<file path="config.mk">
export PLATFORM = sky130hd
export DESIGN_NAME = pow_5_res_fifo_flat
export DESIGN_NICKNAME = d
export VERILOG_FILES = /design/src/rtl/pow_5_res_fifo_pkg.sv /design/src/rtl/pow_5_res_fifo_if.sv /design/src/rtl/pow_5_res_fifo_mem.sv /design/src/rtl/pow_5_res_fifo.sv /design/src/flat_wrapper.sv
export SDC_FILE = /design/constraint.sdc
export NUM_CORES = 1
export LEC_CHECK = 0
export ABC_AREA = 1
export CORE_UTILIZATION = 45
export CTS_CLUSTER_DIAMETER = 150
export DETAILED_ROUTE_END_ITERATION = 10
export DONT_BUFFER_PORTS = 1
export HOLD_SLACK_MARGIN = 0.03
export PLACE_DENSITY_LB_ADDON = 0.15
export SLEW_MARGIN = 10
export SYNTH_ARGS = -nofsm -noshare
export SYNTH_HDL_FRONTEND = slang
export SYNTH_HIERARCHICAL = 1
export SYNTH_SLANG_ARGS = --single-unit
</file>
<file path="constraint.sdc">
create_clock -name clk -period 1.67 [get_ports clk]
set_clock_uncertainty 0.05 [all_clocks]
set_input_delay 0.2505 -clock clk [delete_from_list [all_inputs] [get_ports clk]]
set_output_delay 0.2505 -clock clk [all_outputs]
set_load 0.02 [all_outputs]
</file>
<file path="src/rtl/pow_5_res_fifo_pkg.sv">
// Shared constants and width helpers for the pow_5 result FIFO.
//   W_DEFAULT : data width shared with the pow_5 pipeline
//   DEPTH_MIN : smallest supported FIFO depth
//   ptr_width : read/write pointer width for a given depth
//   cnt_width : occupancy counter width for a given depth (holds 0..depth)
package pow_5_res_fifo_pkg;

  localparam int W_DEFAULT = 8;
  localparam int DEPTH_MIN = 2;

  function automatic int ptr_width(input int depth);
    return (depth < 2) ? 1 : $clog2(depth);
  endfunction

  function automatic int cnt_width(input int depth);
    return ptr_width(depth) + 1;
  endfunction

endpackage

</file>
<file path="src/rtl/pow_5_res_fifo_if.sv">
// Handshake bundle between the pow_5 pipeline, the result FIFO and its consumer.
//   in_vld/in_data : final-stage result from the pipeline
//   pipe_en        : clock enable back to the pipeline
//   out_vld/out_data/out_rdy : consumer-side valid/ready handshake
// slave modport is the FIFO; master modport is the surrounding environment.
interface pow_5_res_fifo_if
  import pow_5_res_fifo_pkg::*;
#(
  parameter int w = W_DEFAULT
);
  logic         in_vld;
  logic [w-1:0] in_data;
  logic         pipe_en;
  logic         out_vld;
  logic [w-1:0] out_data;
  logic         out_rdy;

  modport slave (
    input  in_vld, in_data, out_rdy,
    output pipe_en, out_vld, out_data
  );

  modport master (
    output in_vld, in_data, out_rdy,
    input  pipe_en, out_vld, out_data
  );
endinterface

</file>
<file path="src/rtl/pow_5_res_fifo_mem.sv">
// depth x w storage for the result FIFO: synchronous write, asynchronous read.
//   clk     : clock
//   wr_en   : write strobe
//   wr_addr : write slot
//   wr_data : write data
//   rd_addr : read slot
//   rd_data : contents of rd_addr (combinational)
// Storage is intentionally not reset; the occupancy count qualifies the output.
module pow_5_res_fifo_mem
  import pow_5_res_fifo_pkg::*;
#(
  parameter int w     = W_DEFAULT,
  parameter int depth = 4,
  parameter int ptr_w = ptr_width(depth)
) (
  input  logic             clk,
  input  logic             wr_en,
  input  logic [ptr_w-1:0] wr_addr,
  input  logic [w-1:0]     wr_data,
  input  logic [ptr_w-1:0] rd_addr,
  output logic [w-1:0]     rd_data
);

  logic [w-1:0] mem [depth];

  always_ff @(posedge clk) begin
    if (wr_en) begin
      mem[wr_addr] <= wr_data;
    end
  end

  assign rd_data = mem[rd_addr];

endmodule

</file>
<file path="src/rtl/pow_5_res_fifo.sv">
// First-word-fall-through buffer behind the pow_5 pipeline.
//   clk   : clock
//   rst   : asynchronous active-high reset
//   bus   : pipeline result in, pipeline clock enable out, consumer handshake out
//   count : current occupancy, 0..depth
// The pipeline only advances when a result can be captured, so consumer
// backpressure stalls the whole pipeline and no result is ever dropped.
module pow_5_res_fifo
  import pow_5_res_fifo_pkg::*;
#(
  parameter int  w     = W_DEFAULT,
  parameter int  depth = 4,
  localparam int cnt_w = cnt_width(depth)
) (
  input  logic               clk,
  input  logic               rst,
  pow_5_res_fifo_if.slave    bus,
  output logic [cnt_w-1:0]   count
);

  localparam int ptr_w = ptr_width(depth);

  if (depth < DEPTH_MIN || (depth & (depth - 1)) != 0) begin : g_bad_depth
    $error("pow_5_res_fifo: depth must be a power of two and at least DEPTH_MIN");
  end

  logic [ptr_w-1:0] wr_ptr;
  logic [ptr_w-1:0] rd_ptr;
  logic             push;
  logic             pop;

  // Enable depends on registered count only, keeping out_rdy off the
  // pipeline's enable path; a pop while full frees a slot one cycle later.
  assign bus.pipe_en = (count != cnt_w'(depth));
  assign bus.out_vld = (count != '0);

  assign push = bus.in_vld && bus.pipe_en;
  assign pop  = bus.out_vld && bus.out_rdy;

  always_ff @(posedge clk or posedge rst) begin
    if (rst) begin
      wr_ptr <= '0;
      rd_ptr <= '0;
      count  <= '0;
    end else begin
      if (push) begin
        wr_ptr <= wr_ptr + ptr_w'(1);
      end
      if (pop) begin
        rd_ptr <= rd_ptr + ptr_w'(1);
      end
      unique case ({push, pop})
        2'b10:   count <= count + cnt_w'(1);
        2'b01:   count <= count - cnt_w'(1);
        default: count <= count;
      endcase
    end
  end

  pow_5_res_fifo_mem #(
    .w     (w),
    .depth (depth),
    .ptr_w (ptr_w)
  ) u_mem (
    .clk     (clk),
    .wr_en   (push),
    .wr_addr (wr_ptr),
    .wr_data (bus.in_data),
    .rd_addr (rd_ptr),
    .rd_data (bus.out_data)
  );

endmodule

</file>
<file path="src/flat_wrapper.sv">
// flat-port wrapper written by rule: the top's interface ports become plain ports
module pow_5_res_fifo_flat import pow_5_res_fifo_pkg::*;
#(
  parameter int  w     = W_DEFAULT,
  parameter int  depth = 4,
  localparam int cnt_w = cnt_width(depth)
)
  (clk, rst, count, bus_in_vld, bus_in_data, bus_out_rdy, bus_pipe_en, bus_out_vld, bus_out_data);
  pow_5_res_fifo_if #(.w(w)) bus_i ();
  input  logic clk;
  input  logic rst;
  output logic [cnt_w-1:0] count;
  input wire logic [$bits(bus_i.in_vld)-1:0] bus_in_vld;
  input wire logic [$bits(bus_i.in_data)-1:0] bus_in_data;
  input wire logic [$bits(bus_i.out_rdy)-1:0] bus_out_rdy;
  output wire logic [$bits(bus_i.pipe_en)-1:0] bus_pipe_en;
  output wire logic [$bits(bus_i.out_vld)-1:0] bus_out_vld;
  output wire logic [$bits(bus_i.out_data)-1:0] bus_out_data;
  assign bus_i.in_vld = bus_in_vld;
  assign bus_i.in_data = bus_in_data;
  assign bus_i.out_rdy = bus_out_rdy;
  assign bus_pipe_en = bus_i.pipe_en;
  assign bus_out_vld = bus_i.out_vld;
  assign bus_out_data = bus_i.out_data;
  pow_5_res_fifo #(.w(w), .depth(depth)) u_core (.clk(clk), .rst(rst), .bus(bus_i), .count(count));
endmodule
</file>
* Word level (Yosys, flattened, before mapping)
Memory sizes are Yosys's and may differ from the RTL's. Cells that the tools add are included.
Operators by class: add/sub/neg operators 4, equality and inequality tests 3, mux-type cells 3, reductions and logical operators 4
Operators by type and width (count):
- one-hot mux 3 bit (2 select lines) | 1
- adder 2 x 1 -> 2 bit (second input constant) | 2
- adder 3 x 1 -> 3 bit (second input constant) | 1
- inequality test 3 bit (second input constant) | 1
- nonzero test 3 bit | 1
- subtractor 3 x 1 -> 3 bit (second input constant) | 1
- == test 2 x 1 -> 1 bit (second input constant) | 1
- == test 2 bit (second input constant) | 1
- logical AND 1 bit | 2
- two-way mux 1 bit | 2
- nonzero test 2 bit | 1
Storage, ports and cells: register bits after elaboration 7, memory bits (writable) 32, memories kept 1, input port bits 12
Memory list:
- u_core.u_mem.mem | words 4, width 8, rd ports 1, clocked after Yosys merged registers in 0, wr ports 1, line pow_5_res_fifo_mem.sv:24 | logic [w-1:0] mem [depth];

* Longest topological paths before layout
depth in word-level cells 4, mapped depth 12, mapped depth without buffers 12

* By module
Netlist, hierarchy kept.
Modules (own cells, without submodules):
- pow_5_res_fifo_mem | times used 1, cells an instance 133, area an instance 1387.6 um^2, sequential area each 960.9 um^2
- pow_5_res_fifo | times used 1, cells an instance 51, area an instance 417.9 um^2, sequential area each 175.2 um^2

* Worst setup path after synthesis
Ideal clock, no wire load.
kind flip-flop to flip-flop, start register u_core.count[0], end memory u_core/u_mem/mem[0][0] (netlist bit) (enable), required time 1237 ps, arrival time 1497 ps, stages on the path, launching flop included 7, path slack -261 ps, cell sequence dfrtp_1 > inv_2 > nand3_4 > nand2_2 > inv_1 > inv_1 > nor3_1
On the way: longest elaborated chain between the ends 4
Ends and longest elaborated chain:
- start, declared | line pow_5_res_fifo.sv:18 | output logic [cnt_w-1:0] count
- start signal, assigned | line pow_5_res_fifo.sv:53 | 2'b10: count <= count + cnt_w'(1);
- start signal, assigned | line pow_5_res_fifo.sv:54 | 2'b01: count <= count - cnt_w'(1);
- start signal, assigned | line pow_5_res_fifo.sv:55 | default: count <= count;
- inequality test 3 bit | line pow_5_res_fifo.sv:34 | assign bus.pipe_en = (count != cnt_w'(depth));
- named net bus_pipe_en | line flat_wrapper.sv:16 | output wire logic [$bits(bus_i.pipe_en)-1:0] bus_pipe_en;
- logical AND 1 bit | line pow_5_res_fifo.sv:37 | assign push = bus.in_vld && bus.pipe_en;
- named net u_core.push | line pow_5_res_fifo.sv:29 | logic push;
- two-way mux 1 bit | line pow_5_res_fifo_mem.sv:27 | if (wr_en) begin
- two-way mux 1 bit (implied by the code) | line pow_5_res_fifo_mem.sv:28 | mem[wr_addr] <= wr_data;
- end, declared | line pow_5_res_fifo_mem.sv:24
The timed path passes the listed nets, and every way through them passes these cells.

* Final worst setup path
start register u_core.count[2], end register u_core.count[1]
On the way: longest elaborated chain between the ends 4, elaborated cells on any way between the ends 8, those cells by class eq/ne (3); mux (1); reduce/logical (4)
Ends and longest elaborated chain:
- nonzero test 3 bit (*) | line pow_5_res_fifo.sv:35 | assign bus.out_vld = (count != '0);
- logical AND 1 bit (*) | line pow_5_res_fifo.sv:38 | assign pop = bus.out_vld && bus.out_rdy;
- named net u_core.pop | line pow_5_res_fifo.sv:30 | logic pop;
- == test 2 x 1 -> 1 bit or == test 2 bit (tied branches) | line pow_5_res_fifo.sv:52 | unique case ({push, pop})
- one-hot mux 3 bit (2 select lines) or nonzero test 2 bit (tied branches)
Mark *: on every way through the listed nets, which the timed path passes. The rest lies on a longest branch. A chain may end at the register's enable or synchronous reset.

==> impl_results.md <==
- Max cap viols: 0
- P per Cell Area: 1780 nW/um^2
- Crit. End Element: flop
- Area of the core: 3740 um^2
- Final core utilization: 58.9%
- Clk slew on worst S/H paths: roughly 0.07 ns
- Clk buf depth: 2
- Register area share after synthesis: 62.9%
- Worst slew margin: 79.3%
- Worst Tran Pin Value: 0.310 ns
- RSZ-0062 raised after global routing: yes
- Antenna fix cells: 0
- Post-Syn Instances: 184
- Yosys warnings: 6
- Die X: 65.3 um
- Final setup violation count: 0
- Port Buffers: 0
- H-tree lvl count: 2
- WL per Instance: 12.5 um
- Area grow syn2layout: 22.2%
- Worst-path maximum fanout: 4
- Post-Syn Area: 1810 um^2
- Number of flops mapped to enable cells by yosys: 32
- Final-report hold violation count: 0
- Antenna Nets Post-Route: 0
- Crit share post-route: between 90% and 100%
- Fmax: between 600 and 700 MHz
- Clock Latency Late Sink: 0.29 ns
- Final GP Congestion: 0.719
- Clock root buffer: clkbuf_8
- Global-route usage over all layers: 17.7%
- Top cell type's share of synthesized area: 53.2%
- Required @ worst endpoint: 1.83 ns
- Minimum clock period: 1.62 ns
- Arrival time at the worst endpoint: 1.78 ns
- Final #Nets: 225
- Seq cells post-synth: 39
- Final WL: 3.25 mm
- Fin worst setup slack: 0.0499 ns
- Clock Sinks: 39
- Placed Instances: 239
- Most common cell in the netlist: nand2_1
- Outcome: complete, no violations
- Avg Vias per Cell: 4.65
- Class of the worst hold path: input pin to flop
- Finished Layout Cells: 260
- Startpoint Class: flop
- Layout cells sized above 1: a little over a fifth
- Async SR Flop Fraction: 17.9%
- Number of iterations in the first detailed-routing pass: 3
- Die H: around 65 um
- Largest area contributor in the netlist: edfxtp_1
- Antenna violations before repair: 0
- Initial Util: 48.2%
- Inserted Clock Buffers: 5
- Drt initial violations: 59
- Syn_area_per_cell: around 9.8 um^2
- Rows: 22
- Post-DP HPWL: 2.26 mm
- Remaining DRCs: 0
- Top FF cell, synth: edfxtp_1
- Slew Viols, Final: 0
- Synth unique cells: 19
- Leak: 1.04 nW
- Top cells by area, synth: edfxtp_1 53%, nand2_1 12%, dfrtp_1 9.7%
- Synth top cells by count: 57 x nand2_1, 46 x inv_1, 32 x edfxtp_1
- Post-Place Setup Slack: around 0.049 ns
- Synthesized net count: 198
- DIE AREA: approximately 4300 um^2
- First-pass GRT wire length: 5.37 mm
- Vias in the first global route: 1211
- Fillers: 326
- Largest net degree at the start of global routing: 17
- CTS tree: done
- Grt ovf: 0
- Vias: 1209
- WS Path Type: flop to flop
- Total power: approximately 3.9 mW
- # IOs: 25
- Worst IR drop on VDD: 1.26 mV
-- critical path, cell delays in order (launching register included) --
cell	delay (ns)
dfrtp_2	0.45
inv_2	0.09
nand3_4	0.07
nand2_2	0.09
inv_2	0.05
ha_4	0.15
inv_2	0.07
fa_2	0.42
o21ai_1	0.12
-- where the power goes --
group	switching [mW]	total [mW]	internal [mW]
Combinational	1.10	1.69	0.585
Clock	0.299	0.782	0.483
Sequential	0.146	1.47	1.32
-- logic make-up after synthesis --
| logic type | share of synthesized area [%] |
|---|---|
| flops | 62.9 |
| fa+ha+maj | 1.80 |
| xor+xnor | 0.485 |
| buf+inv | 12.5 |
| simple gates | 22.0 |
| compound gates | 0.277 |
-- cell type report --
class / instances / area [um^2] / share of cell area (%)
tap: 48 / 60.1 / 2.72
inverter: 50 / 195 / 8.85
clock buffer: 6 / 82.6 / 3.74
multi-input combinational: 91 / 489 / 22.2
timing repair buffer: 24 / 203 / 9.19
clock inverter: 2 / 35.0 / 1.59
sequential: 39 / 1140 / 51.7
-- path summary, 6_finish.rpt --
path | start | slack, ns | depth (start not counted) | to
worst min register to register | u_core/count[2]$_DFFE_PP0P_ | 0.51 | 2 | u_core/count[2]$_DFFE_PP0P_
worst min-delay path | bus_in_vld | 0.05 | 2 | u_core/wr_ptr[0]$_DFFE_PP0P_
worst max-delay path | u_core/count[2]$_DFFE_PP0P_ | 0.05 | 8 | u_core/count[1]$_DFFE_PP0P_
max in group asynchronous | rst | 1.04 | 2 | u_core/count[2]$_DFFE_PP0P_
min in group asynchronous | rst | 0.29 | 2 | u_core/wr_ptr[1]$_DFFE_PP0P_
worst max register to register | u_core/count[2]$_DFFE_PP0P_ | 0.05 | 8 | u_core/count[1]$_DFFE_PP0P_
-- registers in the layout, indices dropped and copies added, names as in the netlist --
| register | cells |
|---|---|
| u_core/u_mem/mem | 32 |
| u_core/wr_ptr | 2 |
| u_core/rd_ptr | 2 |
| u_core/count | 3 |
-- per-stage QoR --
step / hold slack (ns) / area (um^2) / setup TNS [ns]
6_report: 0.0468 / 2210 / 0
2_1_floorplan: 0.00369 / 1850 / -0.0489
3_5_place_dp: 0.0505 / 1960 / 0
5_1_grt: 0.0459 / 2210 / -0.0301
3_3_place_gp: 0.0441 / 1960 / 0
4_1_cts: 0.0387 / 2170 / 0
-- layout by cell type, fill, tap and decap left out --
master / instances
nand3b_1: 2
ha_4: 1
o21ai_1: 1
clkinv_2: 1
nand2_1: 55
nor3_2: 4
nand3_1: 19
dfrtp_2: 4
dfrtp_1: 3
nand2_4: 1
clkbuf_8: 6
inv_1: 44
xnor2_1: 1
buf_4: 15
dlygate4sd3_1: 9
inv_4: 3
edfxtp_1: 32
nand2_2: 3
fa_2: 1
inv_2: 3
bufinv_16: 1
nand3_4: 2
nand4_1: 1
-- what timing repair did --
item / 4_1_cts / 5_1_grt
hold buffers: 9 / 0
endpoints found under the hold margin: 39 / 0
setup buffers: 0 / 4
pin swaps: 0 / 1
endpoints found under the setup margin: 7 / 7
resized for setup: 1 / 2
-- metal layers --
layer	routed length, um	global-route usage (%)
met1	1260	17.7
met2	1780	33.4
met3	143	3.82
met4	70	9.78
met5	0	0
No activity file was read; power rests on OpenSTA's default activity.
